### config.mk
export PLATFORM = sky130hd
export DESIGN_NAME = seq_multiplier
export DESIGN_NICKNAME = d
export VERILOG_FILES = /design/src/rtl/seq_multiplier.sv
export SDC_FILE = /design/constraint.sdc
export NUM_CORES = 1
export LEC_CHECK = 0
export ABC_AREA = 1
export CELL_PAD_IN_SITES_DETAIL_PLACEMENT = 1
export CELL_PAD_IN_SITES_GLOBAL_PLACEMENT = 2
export CORE_MARGIN = 2
export CORE_UTILIZATION = 32
export CTS_CLUSTER_DIAMETER = 150
export DETAILED_ROUTE_END_ITERATION = 8
export PLACE_DENSITY_LB_ADDON = 0.1
export SYNTH_ARGS = -nofsm -noshare
export SYNTH_HDL_FRONTEND = slang
export SYNTH_SLANG_ARGS = --single-unit
### constraint.sdc
create_clock -name clk -period 2.4 [get_ports clk]
set_input_delay 0.48 -clock clk [delete_from_list [all_inputs] [get_ports clk]]
set_output_delay 0.48 -clock clk [all_outputs]
set_load 0.005 [all_outputs]
### src/rtl/seq_multiplier.sv
// -----------------------------------------------------------------------------
// seq_multiplier
//
// Iterative 32x32 shift-and-add multiplier returning the low 32 bits of the
// product. Because only the low half is kept, the result is the same for
// signed and unsigned operands. Each RUN cycle retires one multiplier bit
// through a single 32-bit adder (carry-in 0, carry-out dropped).
//
// Optional feature macro: SEQ_MULT_EARLY_TERM_EN
//   defined   -> RUN also ends once the remaining multiplier bits are all zero
//   undefined -> fixed 32-cycle RUN phase
//
// Ports:
//   clk      in   1  clock, rising edge
//   rst_n    in   1  asynchronous active-low reset
//   start    in   1  request a multiply (accepted in IDLE or DONE only)
//   a        in  32  multiplicand, sampled on the accepting edge
//   b        in  32  multiplier, sampled on the accepting edge
//   busy     out  1  high while an operation is in RUN
//   done     out  1  one-cycle pulse, first cycle product is valid
//   product  out 32  result, held until the next completion or reset
//
// Handshake: start is a request sampled on the rising edge while the block
// is in IDLE or DONE; busy rises on the accepting edge; done pulses for one
// cycle when product updates; start seen during RUN is ignored.
// -----------------------------------------------------------------------------
module seq_multiplier (
   input  logic        clk,
   input  logic        rst_n,
   input  logic        start,
   input  logic [31:0] a,
   input  logic [31:0] b,
   output logic        busy,
   output logic        done,
   output logic [31:0] product
);

   localparam logic [1:0] IDLE = 2'd0;
   localparam logic [1:0] RUN  = 2'd1;
   localparam logic [1:0] DONE = 2'd2;

   logic [1:0]  state;
   logic [31:0] mcand;
   logic [31:0] mplier;
   logic [31:0] acc;
   logic [4:0]  count;

   logic [31:0] adder_sum;
   logic [31:0] acc_step;
   logic [31:0] mplier_shift;
   logic        last_cycle;

   // Single adder instance; carry-out is simply discarded by the 32-bit width.
   assign adder_sum    = acc + mcand;
   assign acc_step     = mplier[0] ? adder_sum : acc;
   assign mplier_shift = mplier >> 1;

`ifdef SEQ_MULT_EARLY_TERM_EN
   // Once the unprocessed multiplier bits are all zero, acc can no longer
   // change, so the result is final.
   assign last_cycle = (count == 5'd31) || (mplier_shift == 32'd0);
`else
   assign last_cycle = (count == 5'd31);
`endif

   always_ff @(posedge clk or negedge rst_n) begin
      if (!rst_n) begin
         state   <= IDLE;
         mcand   <= 32'd0;
         mplier  <= 32'd0;
         acc     <= 32'd0;
         count   <= 5'd0;
         busy    <= 1'b0;
         done    <= 1'b0;
         product <= 32'd0;
      end else begin
         case (state)
            IDLE, DONE: begin
               done <= 1'b0;
               if (start) begin
                  mcand  <= a;
                  mplier <= b;
                  acc    <= 32'd0;
                  count  <= 5'd0;
                  busy   <= 1'b1;
                  state  <= RUN;
               end else begin
                  state  <= IDLE;
               end
            end
            RUN: begin
               acc    <= acc_step;
               mcand  <= mcand << 1;
               mplier <= mplier_shift;
               count  <= count + 5'd1;
               if (last_cycle) begin
                  // Publish the post-update accumulator on the same edge.
                  product <= acc_step;
                  busy    <= 1'b0;
                  done    <= 1'b1;
                  state   <= DONE;
               end
            end
            default: begin
               busy  <= 1'b0;
               done  <= 1'b0;
               state <= IDLE;
            end
         endcase
      end
   end

endmodule

==> results.md <==
- RSZ-0062 raised after global routing: no
- Critical Path RT: 2.70 ns
- Seq/Total Area, Yosys: 0.4065
- HPWL after DPL: around 20,000 µm
- Antenna violations before repair: 0
- Combinational share of power: 0.587
- Critical path origin: mcand[0]
- Pre-CTS setup slack: 0.1258 ns
- Fillers: between 3,000 and 4,000
- CTS tree: built
- First-pass GRT wire length: 45,150 µm
- R2R Path End: product[8]
- Clock slew at reported path FFs: 0.07 ns
- Worst slew pin tran: 0.7797 ns
- Row count: 59
- Setup-failing EPs final: 0
- Gpl congestion: ~0.88
- Max IR drop VDD: roughly 0.52 mV
- Final worst-path setup slack: 0.1830 ns
- Slew HR: 0.4802
- Initial DRC count: 368
- Most frequent cells in the layout: nand2_1 (405), nand3_1 (178), inv_1 (163), dfrtp_1 (136), clkdlybuf4s50_1 (98)
- Final TNS setup: 0 ns
- CTS Sinks: 136
- Mapped Cells: 1,172
- Clk_lat worst skew: 0.43 ns
- Crit. End Element: flip-flop
- Startpoint types: flip-flop
- Die ar.: around 27,000 µm²
- Setup crit end: product[8]
- Commonest non-fill, non-tap cell in the layout: nand2_1
- H-tree Lvls: 4
- Synth Warn #: 0
- DR vias: 7,748
- Pwr dens: 1576 nW/µm²
- GRT Total Usage: 0.2070
- PortBufs: 100
- Boundary Pins: 101
- Core area: 25,910 µm²
- Storage cell area: 3403 µm²
- Switching pwr: between 7 and 8 mW
- Die H: 165.8 µm
- Max-Cap Viols: 0
- Die W: 165.8 µm
- Seq cells post-synth: 136
- FFs w/ async S/R, synth: 1.000
- FMAX: ~450 MHz
- Post-layout nets: 1,363
- Sw frac: 0.4895
- Clk_skew: 0.01029 ns
- CTS Buffer Depth: 2
- Worst Reg2Reg Path Length in Cells: 9
- Pin count of the biggest net entering global routing: 64
- Seq pwr share: 0.249
- Num CTS Buffers: 17
- Final worst-path cycle share: 0.9238
- Hold WC Path Type: in -> async
- Vias in the first global route: 8,398
- CTS root buf: clkbuf_16
- Initial core utilization: 0.3231
- Syn_nets: between 1,000 and 1,500
- WP data arrival: between 2 and 3 ns
- Main flop type after synthesis: dfrtp_1
- Slew Viols, Final: 0
- Syn_area_per_cell: between 7 and 8 µm²
- Fin. Hold Viols: 0
- Overflow after GRT: 0
- R2R Path Start: mcand[0]
- CP Max Fanout: 5
- Final Routed Wirelength: between 20,000 and 30,000 µm
- Pre-antenna DRT Iters: 4
- Synth Cell Area: between 8000 and 9000 µm²
- Multi-input logic area: 4125 µm²
- Via/cell ratio: 4.812
- N_diodes: 0
- Post-synthesis cell type count: 36
- Status: complete, no violations
- P&R area growth vs syn: 23.70%
- Final min period: 2.217 ns
- DR DRC count: 0
- Final ANT Viol Nets: 0
- Internal power: approximately 8.3 mW
- Crit Path Class: reg -> reg
- Layout cells sized above 1: 0.07529
- Post-synth EDFFs: 0
- R2R Setup Slk: 0.18 ns
- Clock share of power: 0.164
- Leakage: 5.318 nW
- WL/cell: 17.12 µm
critical path: stages, from the launching register on:
cell and delay (ns):
dfrtp_1 0.39, ha_1 0.27, fa_2 0.40, nand3_1 0.08, nand3_1 0.15, nand2_1 0.10
nand2_1 0.13, xor2_1 0.17, o21ai_0 0.26, o21ai_0 0.14
worst min-delay path by stage:
stage / depth (start not counted) / slack, ns / to
after detailed placement: 1 / 0.46 / count[3]
after global routing: 1 / 0.03 / acc[14]
after CTS: 1 / 0.009 / acc[14]
after global placement: 1 / 0.45 / count[3]
after floorplan: 0 / 0.18 / acc[0]
final: 1 / 0.004 / acc[14]
synthesized netlist by cell type (2+ instances only):
library cell	number	area, µm²
a21oi_1	24	120.1
a22o_1	2	17.52
buf_2	20	100.1
buf_4	3	22.52
clkbuf_1	22	82.58
dfrtp_1	136	3403
ha_1	33	412.9
inv_1	163	611.8
inv_2	6	22.52
nand2_1	405	1520
nand2_2	9	56.30
nand3_1	178	890.9
nand3_2	8	80.08
nand4_1	3	18.77
nor2_1	41	153.9
nor2_2	3	18.77
nor3_1	3	15.01
o211ai_1	8	60.06
o21ai_0	27	135.1
o21ai_1	2	10.01
o21bai_1	3	22.52
o221ai_1	28	245.2
o22ai_1	6	37.54
or2_2	15	93.84
xnor2_1	8	70.07
xor2_1	6	52.55
power by group through the flow:
stage | Clock (mW) | Combinational, mW | Sequential, mW
after floorplan | 0 | 6.72 | 3.92
after global placement | 0 | 9.54 | 4.07
after detailed placement | 0 | 9.68 | 4.10
after CTS | 2.76 | 9.74 | 4.08
after global routing | 2.85 | 11.0 | 4.20
final | 2.68 | 9.59 | 4.06
cells by family (layout without fill, tap and decap cells):
logic type,Yosys count,in the layout,share of synthesized area
compound gates,102,102,0.07935
xor+xnor,14,14,0.01464
fa+ha+maj,34,34,0.05170
buf+inv,216,319,0.1012
flops,136,136,0.4065
simple gates,670,670,0.3467
timing repair:
action                     CTS  global route
buffers inserted             0             0
setup endpoints to repair    0             5
hold buffers                 0             0
resized for setup            0             1
state kept, by name (all words and copies together), names as in the netlist:
| name | count |
|---|---|
| busy | 1 |
| mplier | 32 |
| mcand | 32 |
| product | 32 |
| acc | 32 |
| count | 5 |
| state | 1 |
| done | 1 |
stage by stage:
| stage | std cells | hold slack, ns | util | power (mW) | cell area, µm² |
|---|---|---|---|---|---|
| 2_1_floorplan | 1172 | 0.1844 | - | 10.64 | 8373 |
| 3_3_place_gp | 1578 | 0.4542 | 0.3771 | 13.62 | 9771 |
| 6_report | 1610 | 0.003830 | 0.3997 | 16.32 | 10360 |
| 3_5_place_dp | 1578 | 0.4644 | 0.3771 | 13.77 | 9771 |
| 4_1_cts | 1610 | 0.009006 | 0.3996 | 16.58 | 10350 |
| 5_1_grt | 1610 | 0.02783 | 0.3997 | 18.03 | 10360 |
per-layer routing:
metal	global-route usage	vias to the layer above	share of wire	wire, µm
met5	0	-	0	0
met4	0.04386	0	0.012	329
met3	0.03718	22	0.033	897
met2	0.3442	109	0.46	12630
met1	0.2828	3695	0.50	13710
li1	-	3922	-	-
final cells by class:
type,count,share of cell area
Clock buffer,18,0.04144
Clock inverter,14,0.01498
Inverter,170,0.06161
Multi-Input combinational cell,820,0.3983
Sequential cell,136,0.3286
Tap cell,335,0.04047
Timing Repair Buffer,117,0.1146
No activity file was read; power rests on OpenSTA's default activity.
